### src/rtl/weight_buffer_if.sv
// Handshake bundle around the weight buffer: top-level control, the global
// buffer fill stream and the weight cache read-address/read-data pair.
interface weight_buffer_if #(
  parameter int DATA_WIDTH     = 8,
  parameter int WEI_ADDR_WIDTH = 8
);
  logic                      TOPWBF_CfgVld;
  logic [WEI_ADDR_WIDTH:0]   TOPWBF_CfgLen;
  logic                      WBFTOP_CfgRdy;
  logic                      TOPWBF_Stop;
  logic                      TOPWBF_BankDone;
  logic [1:0]                WBFTOP_BankFull;
  logic                      WBFTOP_AdrErr;

  logic                      GLBWBF_DatVld;
  logic [DATA_WIDTH-1:0]     GLBWBF_Dat;
  logic                      WBFGLB_DatRdy;

  logic                      WCAWBF_AdrVld;
  logic [WEI_ADDR_WIDTH-1:0] WCAWBF_Adr;
  logic                      WBFWCA_AdrRdy;
  logic                      WBFWCA_DatVld;
  logic [DATA_WIDTH-1:0]     WBFWCA_Dat;
  logic                      WCAWBF_DatRdy;

  // Master is the surrounding system (top, GLB, weight cache).
  modport master (
    output TOPWBF_CfgVld, TOPWBF_CfgLen, TOPWBF_Stop, TOPWBF_BankDone,
    output GLBWBF_DatVld, GLBWBF_Dat,
    output WCAWBF_AdrVld, WCAWBF_Adr, WCAWBF_DatRdy,
    input  WBFTOP_CfgRdy, WBFTOP_BankFull, WBFTOP_AdrErr,
    input  WBFGLB_DatRdy,
    input  WBFWCA_AdrRdy, WBFWCA_DatVld, WBFWCA_Dat
  );

  modport slave (
    input  TOPWBF_CfgVld, TOPWBF_CfgLen, TOPWBF_Stop, TOPWBF_BankDone,
    input  GLBWBF_DatVld, GLBWBF_Dat,
    input  WCAWBF_AdrVld, WCAWBF_Adr, WCAWBF_DatRdy,
    output WBFTOP_CfgRdy, WBFTOP_BankFull, WBFTOP_AdrErr,
    output WBFGLB_DatRdy,
    output WBFWCA_AdrRdy, WBFWCA_DatVld, WBFWCA_Dat
  );
endinterface

### src/rtl/weight_buffer.sv
// Ping-pong weight store: one bank fills sequentially from the global buffer
// while the weight cache reads the other by address through a small output queue.
module weight_buffer #(
  parameter int DATA_WIDTH     = 8,
  parameter int WEI_ADDR_WIDTH = 8,
  parameter int OUT_DEPTH      = 2
) (
  input logic           clk,
  input logic           rst,
  weight_buffer_if.slave bus
);

  localparam int DEPTH  = 2 ** WEI_ADDR_WIDTH;
  localparam int QIDX_W = (OUT_DEPTH > 1) ? $clog2(OUT_DEPTH) : 1;
  localparam int QCNT_W = $clog2(OUT_DEPTH + 1);
  localparam logic [WEI_ADDR_WIDTH:0] LEN_ONE = (WEI_ADDR_WIDTH + 1)'(1);

  typedef enum logic [1:0] {
    IDLE  = 2'd0,
    WORK  = 2'd1,
    DRAIN = 2'd2
  } stateT;

  stateT                     state;
  logic [WEI_ADDR_WIDTH:0]   len;
  logic [1:0]                bankFull;
  logic                      wrSel;
  logic                      rdSel;
  logic [WEI_ADDR_WIDTH-1:0] wrPtr;
  logic                      adrErr;

  logic [DATA_WIDTH-1:0]     mem [2][DEPTH];

  logic [DATA_WIDTH-1:0]     outQ [OUT_DEPTH];
  logic [QIDX_W-1:0]         qHead;
  logic [QIDX_W-1:0]         qTail;
  logic [QCNT_W-1:0]         qCount;

  logic                      cfgRdy;
  logic                      cfgFire;
  logic                      fillRdy;
  logic                      fillFire;
  logic                      fillLast;
  logic                      adrRdy;
  logic                      adrFire;
  logic                      adrBad;
  logic                      popFire;
  logic                      doneTake;
  logic [DATA_WIDTH-1:0]     readWord;

  function automatic logic [QIDX_W-1:0] qNext(input logic [QIDX_W-1:0] p);
    return (p == QIDX_W'(OUT_DEPTH - 1)) ? '0 : p + 1'b1;
  endfunction

  assign cfgRdy   = (state == IDLE);
  assign cfgFire  = bus.TOPWBF_CfgVld & cfgRdy;
  assign fillRdy  = (state == WORK) & ~bankFull[wrSel];
  assign fillFire = bus.GLBWBF_DatVld & fillRdy;
  assign fillLast = fillFire & ({1'b0, wrPtr} == (len - LEN_ONE));
  // The queue already holds every outstanding read, so its occupancy is the credit count.
  assign adrRdy   = (state == WORK) & bankFull[rdSel] & (qCount < QCNT_W'(OUT_DEPTH));
  assign adrFire  = bus.WCAWBF_AdrVld & adrRdy;
  assign adrBad   = ({1'b0, bus.WCAWBF_Adr} >= len);
  assign popFire  = bus.WCAWBF_DatRdy & (qCount != '0);
  assign doneTake = bus.TOPWBF_BankDone & (state == WORK) & bankFull[rdSel];
  assign readWord = adrBad ? '0 : mem[rdSel][bus.WCAWBF_Adr];

  assign bus.WBFTOP_CfgRdy   = cfgRdy;
  assign bus.WBFTOP_BankFull = bankFull;
  assign bus.WBFTOP_AdrErr   = adrErr;
  assign bus.WBFGLB_DatRdy   = fillRdy;
  assign bus.WBFWCA_AdrRdy   = adrRdy;
  assign bus.WBFWCA_DatVld   = (qCount != '0);
  assign bus.WBFWCA_Dat      = outQ[qHead];

  // Storage is deliberately left out of reset so it maps onto plain RAM.
  always_ff @(posedge clk) begin
    if (fillFire) begin
      mem[wrSel][wrPtr] <= bus.GLBWBF_Dat;
    end
  end

  always_ff @(posedge clk) begin
    if (rst) begin
      state    <= IDLE;
      len      <= LEN_ONE;
      bankFull <= 2'b00;
      wrSel    <= 1'b0;
      rdSel    <= 1'b0;
      wrPtr    <= '0;
      adrErr   <= 1'b0;
    end else begin
      case (state)
        IDLE: begin
          if (cfgFire) begin
            len    <= (bus.TOPWBF_CfgLen == '0) ? LEN_ONE : bus.TOPWBF_CfgLen;
            adrErr <= 1'b0;
            state  <= WORK;
          end
        end
        WORK: begin
          if (fillFire) begin
            wrPtr <= fillLast ? '0 : wrPtr + 1'b1;
          end
          // A filling bank is never full, so release and fill-complete never hit the same bank.
          if (fillLast) begin
            bankFull[wrSel] <= 1'b1;
            wrSel           <= ~wrSel;
          end
          if (doneTake) begin
            bankFull[rdSel] <= 1'b0;
            rdSel           <= ~rdSel;
          end
          if (adrFire && adrBad) begin
            adrErr <= 1'b1;
          end
          if (bus.TOPWBF_Stop) begin
            state <= DRAIN;
          end
        end
        DRAIN: begin
          if (qCount == '0) begin
            bankFull <= 2'b00;
            wrSel    <= 1'b0;
            rdSel    <= 1'b0;
            wrPtr    <= '0;
            state    <= IDLE;
          end
        end
        default: state <= IDLE;
      endcase
    end
  end

  // Read data lands straight in the output queue, giving one-cycle latency when empty.
  always_ff @(posedge clk) begin
    if (rst) begin
      qHead  <= '0;
      qTail  <= '0;
      qCount <= '0;
      for (int i = 0; i < OUT_DEPTH; i++) begin
        outQ[i] <= '0;
      end
    end else begin
      if (adrFire) begin
        outQ[qTail] <= readWord;
        qTail       <= qNext(qTail);
      end
      if (popFire) begin
        qHead <= qNext(qHead);
      end
      case ({adrFire, popFire})
        2'b10:   qCount <= qCount + QCNT_W'(1);
        2'b01:   qCount <= qCount - QCNT_W'(1);
        default: qCount <= qCount;
      endcase
    end
  end

endmodule

### src/flat_wrapper.sv
// flat-port wrapper written by rule: the top's interface ports become plain ports
module weight_buffer_flat 
#(
  parameter int DATA_WIDTH     = 8,
  parameter int WEI_ADDR_WIDTH = 8,
  parameter int OUT_DEPTH      = 2
)
  (clk, rst, bus_TOPWBF_CfgVld, bus_TOPWBF_CfgLen, bus_TOPWBF_Stop, bus_TOPWBF_BankDone, bus_GLBWBF_DatVld, bus_GLBWBF_Dat, bus_WCAWBF_AdrVld, bus_WCAWBF_Adr, bus_WCAWBF_DatRdy, bus_WBFTOP_CfgRdy, bus_WBFTOP_BankFull, bus_WBFTOP_AdrErr, bus_WBFGLB_DatRdy, bus_WBFWCA_AdrRdy, bus_WBFWCA_DatVld, bus_WBFWCA_Dat);
  weight_buffer_if #(.DATA_WIDTH(DATA_WIDTH), .WEI_ADDR_WIDTH(WEI_ADDR_WIDTH)) bus_i ();
  input logic clk;
  input logic rst;
  input wire logic [$bits(bus_i.TOPWBF_CfgVld)-1:0] bus_TOPWBF_CfgVld;
  input wire logic [$bits(bus_i.TOPWBF_CfgLen)-1:0] bus_TOPWBF_CfgLen;
  input wire logic [$bits(bus_i.TOPWBF_Stop)-1:0] bus_TOPWBF_Stop;
  input wire logic [$bits(bus_i.TOPWBF_BankDone)-1:0] bus_TOPWBF_BankDone;
  input wire logic [$bits(bus_i.GLBWBF_DatVld)-1:0] bus_GLBWBF_DatVld;
  input wire logic [$bits(bus_i.GLBWBF_Dat)-1:0] bus_GLBWBF_Dat;
  input wire logic [$bits(bus_i.WCAWBF_AdrVld)-1:0] bus_WCAWBF_AdrVld;
  input wire logic [$bits(bus_i.WCAWBF_Adr)-1:0] bus_WCAWBF_Adr;
  input wire logic [$bits(bus_i.WCAWBF_DatRdy)-1:0] bus_WCAWBF_DatRdy;
  output wire logic [$bits(bus_i.WBFTOP_CfgRdy)-1:0] bus_WBFTOP_CfgRdy;
  output wire logic [$bits(bus_i.WBFTOP_BankFull)-1:0] bus_WBFTOP_BankFull;
  output wire logic [$bits(bus_i.WBFTOP_AdrErr)-1:0] bus_WBFTOP_AdrErr;
  output wire logic [$bits(bus_i.WBFGLB_DatRdy)-1:0] bus_WBFGLB_DatRdy;
  output wire logic [$bits(bus_i.WBFWCA_AdrRdy)-1:0] bus_WBFWCA_AdrRdy;
  output wire logic [$bits(bus_i.WBFWCA_DatVld)-1:0] bus_WBFWCA_DatVld;
  output wire logic [$bits(bus_i.WBFWCA_Dat)-1:0] bus_WBFWCA_Dat;
  assign bus_i.TOPWBF_CfgVld = bus_TOPWBF_CfgVld;
  assign bus_i.TOPWBF_CfgLen = bus_TOPWBF_CfgLen;
  assign bus_i.TOPWBF_Stop = bus_TOPWBF_Stop;
  assign bus_i.TOPWBF_BankDone = bus_TOPWBF_BankDone;
  assign bus_i.GLBWBF_DatVld = bus_GLBWBF_DatVld;
  assign bus_i.GLBWBF_Dat = bus_GLBWBF_Dat;
  assign bus_i.WCAWBF_AdrVld = bus_WCAWBF_AdrVld;
  assign bus_i.WCAWBF_Adr = bus_WCAWBF_Adr;
  assign bus_i.WCAWBF_DatRdy = bus_WCAWBF_DatRdy;
  assign bus_WBFTOP_CfgRdy = bus_i.WBFTOP_CfgRdy;
  assign bus_WBFTOP_BankFull = bus_i.WBFTOP_BankFull;
  assign bus_WBFTOP_AdrErr = bus_i.WBFTOP_AdrErr;
  assign bus_WBFGLB_DatRdy = bus_i.WBFGLB_DatRdy;
  assign bus_WBFWCA_AdrRdy = bus_i.WBFWCA_AdrRdy;
  assign bus_WBFWCA_DatVld = bus_i.WBFWCA_DatVld;
  assign bus_WBFWCA_Dat = bus_i.WBFWCA_Dat;
  weight_buffer #(.DATA_WIDTH(DATA_WIDTH), .WEI_ADDR_WIDTH(WEI_ADDR_WIDTH), .OUT_DEPTH(OUT_DEPTH)) u_core (.clk(clk), .rst(rst), .bus(bus_i));
endmodule
### config.mk
export PLATFORM = sky130hd
export DESIGN_NAME = weight_buffer_flat
export DESIGN_NICKNAME = d
export VERILOG_FILES = /design/src/rtl/weight_buffer_if.sv /design/src/rtl/weight_buffer.sv /design/src/flat_wrapper.sv
export SDC_FILE = /design/constraint.sdc
export NUM_CORES = 2
export LEC_CHECK = 0
export ABC_AREA = 1
export BUFFER_PORTS_ARGS = -buffer_cell sky130_fd_sc_hd__buf_4
export CORE_MARGIN = 2
export CORE_UTILIZATION = 30
export CTS_CLUSTER_DIAMETER = 100
export DETAILED_ROUTE_END_ITERATION = 10
export GPL_TIMING_DRIVEN = 1
export HOLD_SLACK_MARGIN = 0.08
export RECOVER_POWER = 100
export SYNTH_ARGS = -nofsm -noshare
export SYNTH_HDL_FRONTEND = slang
export SYNTH_MEMORY_MAX_BITS = 65536
export SYNTH_SLANG_ARGS = --single-unit
export TNS_END_PERCENT = 20
### constraint.sdc
create_clock -name clk -period 3.4 [get_ports clk]
set_input_delay 0.85 -clock clk [delete_from_list [all_inputs] [get_ports clk]]
set_output_delay 0.85 -clock clk [all_outputs]
set_load 0.02 [all_outputs]
==> impl_metrics.py <==
metrics = {
    "synthesis": {
        "synthArstFlopShare_pct": 0,
        "synth.yosys.warnings": 0,
        "synth.cell_area_um2": 169600,
        "ys_seq_elements": 4142,
        "syn_nets": 14350,
        "synth_area_leaders": "edfxtp_1 (73%), nand3_1 (12%), nand2_1 (9.5%), buf_2 (1.7%), nor3_1 (1.3%)",
        "synth_top_area_share_pct": 72.80,
        "synth_cells": 14300,
        "post-synth-top-area-cell": "edfxtp_1",
        "syn-mean-instance-area_um2": 11.86,
        "ys_types": 39,
        "ys.flop_type": "edfxtp_1",
        "synth_edf_count": 4112,
        "synth-seq-area-share_pct": 73.15,
    },
    "power": {
        "report.power.total_mw": 128.1,
        "p_leak_nw": 69.41,
        "vdd_drop_max_mv": 0.5617,
        "p_per_area_nw_per_um2": 643.5,
    },
    "cts": {
        "clk_latency_ps": 1030,
        "root_buffer": "clkbuf_16",
        "clkSlewWorstSetupHoldPaths_ps": 70,
        "cts_tree": "done",
        "cts_buffer_depth": 4,
        "clock_sinks": 4142,
        "cts_made_buffers": 405,
        "htreeDepth": 5,
    },
    "layout": {
        "fin_nets": 14970,
        "layout.area.seq_um2": 124100,
        "multi_input_area_um2": 40310,
        "fillers": 54290,
        "fin_cells": 22750,
        "drive_gt1_share_pct": 12.19,
        "utilization_pct": 35.29,
        "area_delta_synth_final_pct": 17.31,
        "fin_area_um2": 199000,
    },
    "timing": {
        "fmax_mhz": 287.1,
        "relSlewSlack_pct": -123.4,
        "hold_ws_ps": 169.8,
        "fin_crit_sh_pct": 102.5,
        "hold_violations": 0,
        "setup-violations-final": 80,
        "drv_slew": 733,
        "period_needed_ps": 3483,
        "tightest_slew_ps": 3351,
        "worst_slack_ps": -83.31,
        "tns_ps": -3009,
        "rsz0062_at_grt": "true",
        "fin_skew_ps": 86.86,
    },
    "placement": {
        "dp_cells": 21990,
        "place.gp.congestion": 0.8752,
        "io_buffers": 47,
        "dp_hpwl_um": 307500,
        "pre_cts_slack_ps": -369.9,
        "placed_cell_area_um2": 185900,
    },
    "routing": {
        "drc": 0,
        "wl_per_cell_um": 22.29,
        "drtAntennaViolNets": 0,
        "routed-via-count": 115600,
        "routed_wirelength_um": 507200,
        "initialDrtViolationCount": 15070,
        "vias_per_cell": 5.079,
        "drt-pass1-iter-count": 6,
    },
    "floorplan": {
        "start_util_pct": 30.08,
        "rows": 276,
        "die_area_um2": 571400,
        "fp.dieW_um": 755.9,
        "coreArea_um2": 563900,
        "io-pin-count": 48,
        "die_h_um": 755.9,
    },
    "critical_path": {
        "rrSetupSlack_ps": 50,
        "path_buf_inv": 2,
        "critical_path_required_ps": 4090,
        "startpoint": "bus_GLBWBF_Dat[0]",
        "reg2reg_to": "u_core.outQ[1][5]",
        "path_class": "in -> reg",
        "worstPathMaxFanout": 57,
        "cp_cell_sequence": "clkdlybuf4s25_1, buf_6",
        "critPathSlowestCell": "clkdlybuf4s25_1",
        "reg2reg_depth": 17,
        "start_kind": "input port",
        "cpLargestDelayFamily": "buffers and inverters",
        "end_kind": "flip-flop",
        "worst_path_largest_cell_delay_ps": 2450,
        "arrival_ps": 4180,
    },
    "grt": {
        "antenna_found_initial": 11,
        "grt.overflow.total": 0,
        "grtUsageTotal_pct": 16.98,
        "grt_pass1_vias": 111200,
        "grt_pass1_wl_um": 742500,
        "grt_max_degree": 129,
    },
    "run": {
        "drv_cap": 14,
    },
    "min_path": {
        "hp-start": "bus_TOPWBF_CfgLen[3]",
        "min_path_cells": 3,
        "holdPathEnd": "u_core.len[3]",
        "worstHoldPathType": "in -> reg",
    },
    "status": {
        "violations": "capacitance limit, slew limit, setup timing",
        "outcome": "finished, violations left",
    },
}
## cells in the final DEF (no fill, tap or decap), types with 3 or more instances in the layout
cell / instances
clkbuf_16: 414
clkinv_1: 84
nor3_1: 432
mux2_2: 8
clkbuf_4: 9
clkinv_2: 81
clkinvlp_4: 18
clkinv_8: 8
inv_8: 6
nand3_1: 4044
nand4_1: 6
buf_6: 21
nor3_2: 24
clkinv_16: 4
nand2_4: 14
buf_4: 950
o21ai_0: 14
buf_16: 11
clkinv_4: 6
a211oi_1: 8
inv_1: 54
bufinv_16: 44
clkbuf_8: 4
o211ai_1: 3
clkbuf_1: 123
a21oi_1: 26
buf_8: 4
inv_6: 6
inv_16: 9
nand2_1: 4286
diode_2: 3
dfxtp_1: 28
buf_12: 163
nor2_1: 123
xor2_1: 9
ha_1: 17
edfxtp_1: 4112
nand3_2: 13
clkbuf_2: 32
## cell usage after synthesis (all sizes together) (3+ instances only)
| library cell | count |
|---|---|
| a211oi | 8 |
| a21oi | 26 |
| buf | 819 |
| clkbuf | 228 |
| dfxtp | 30 |
| edfxtp | 4112 |
| ha | 17 |
| inv | 62 |
| mux2 | 8 |
| nand2 | 4302 |
| nand3 | 4057 |
| nand4 | 6 |
| nor2 | 124 |
| nor3 | 456 |
| o211ai | 3 |
| o21ai | 15 |
| xor2 | 9 |
## registers in the layout (all words and copies together), names as in the netlist, named ones only
| name | cells |
|---|---|
| u_core.bus.WBFTOP_AdrErr | 1 |
| u_core.bus.WBFTOP_BankFull | 2 |
| u_core.len | 9 |
| u_core.mem | 4096 |
| u_core.outQ | 16 |
| u_core.qCount | 2 |
| u_core.qHead | 1 |
| u_core.qTail | 1 |
| u_core.rdSel | 1 |
| u_core.state | 2 |
| u_core.wrPtr | 8 |
| u_core.wrSel | 1 |
## cells by family (layout without fill, tap and decap cells)
logic type                 Yosys count  count (layout)  synth area share [%]
muxes                                8               8               0.05311
adders and majority gates           17              17                0.1254
other                                0               3                     0
AOI/OAI and AO/OA                   60              60                0.2043
buffers and inverters             1111            2058                 3.242
xor gates and xnor gates            11              11               0.05680
and+or+nand+nor                   8949            8949                 23.17
DFF                               4142            4142                 73.15
## what timing repair did
action	4_1_cts	5_1_grt
hold endpoints to repair	2	0
gates cloned	2	7
pin swaps	0	0
hold buffers	2	0
setup buffers	0	12
gates resized for setup	23	37
setup endpoints to repair	118	449
## metal layers
| layer | global-route usage, % | share of wire, % |
|---|---|---|
| met5 | 0 | 0.0077 |
| met4 | 5.257 | 3.2 |
| met3 | 2.387 | 8.4 |
| met1 | 23.61 | 42 |
| met2 | 27.52 | 47 |
## where the power goes
group,total [mW],switching [mW],internal (mW)
Combinational,26.5,19.1,7.40
Sequential,56.3,0.0973,56.2
Clock,45.2,19.7,25.5
## area by class of cell
cell class / instances / share of cell area, %
Inverter: 64 / 0.1572
Timing Repair inverter: 1 / 0.005659
Clock buffer: 481 / 5.289
Sequential cell: 4142 / 62.36
Timing Repair Buffer: 1256 / 5.871
Clock inverter: 256 / 1.338
Antenna cell: 3 / 0.003773
Multi-Input combinational cell: 9045 / 20.26
Tap cell: 7506 / 4.720
## worst max-delay path by stage
stage / endpoint / cells past startpoint / slack (ps)
2_1_floorplan: u_core.mem[0][1128] / 11 / 380
3_5_place_dp: u_core.outQ[0][6] / 16 / -370
4_1_cts: u_core.outQ[0][2] / 16 / -60
5_1_grt: u_core.mem[1][1163] / 10 / -60
3_3_place_gp: u_core.mem[1][1271] / 10 / -540
6_report: u_core.mem[0][1208] / 2 / -80
## worst register-to-register path, stage by stage (launching register included)
cell       delay [ps]
dfxtp_4           450
buf_16            210
buf_12            170
buf_4             200
clkbuf_16         350
nand2_1           100
nand3_1           110
nand3_1            80
nand3_1           130
nand3_1           120
nand3_1           290
nand3_1           190
nand2_1           110
nand2_1            60
nand3_1           220
buf_4             170
nand3_1            90
nor2_1            130
No activity file was read; power rests on OpenSTA's default activity.
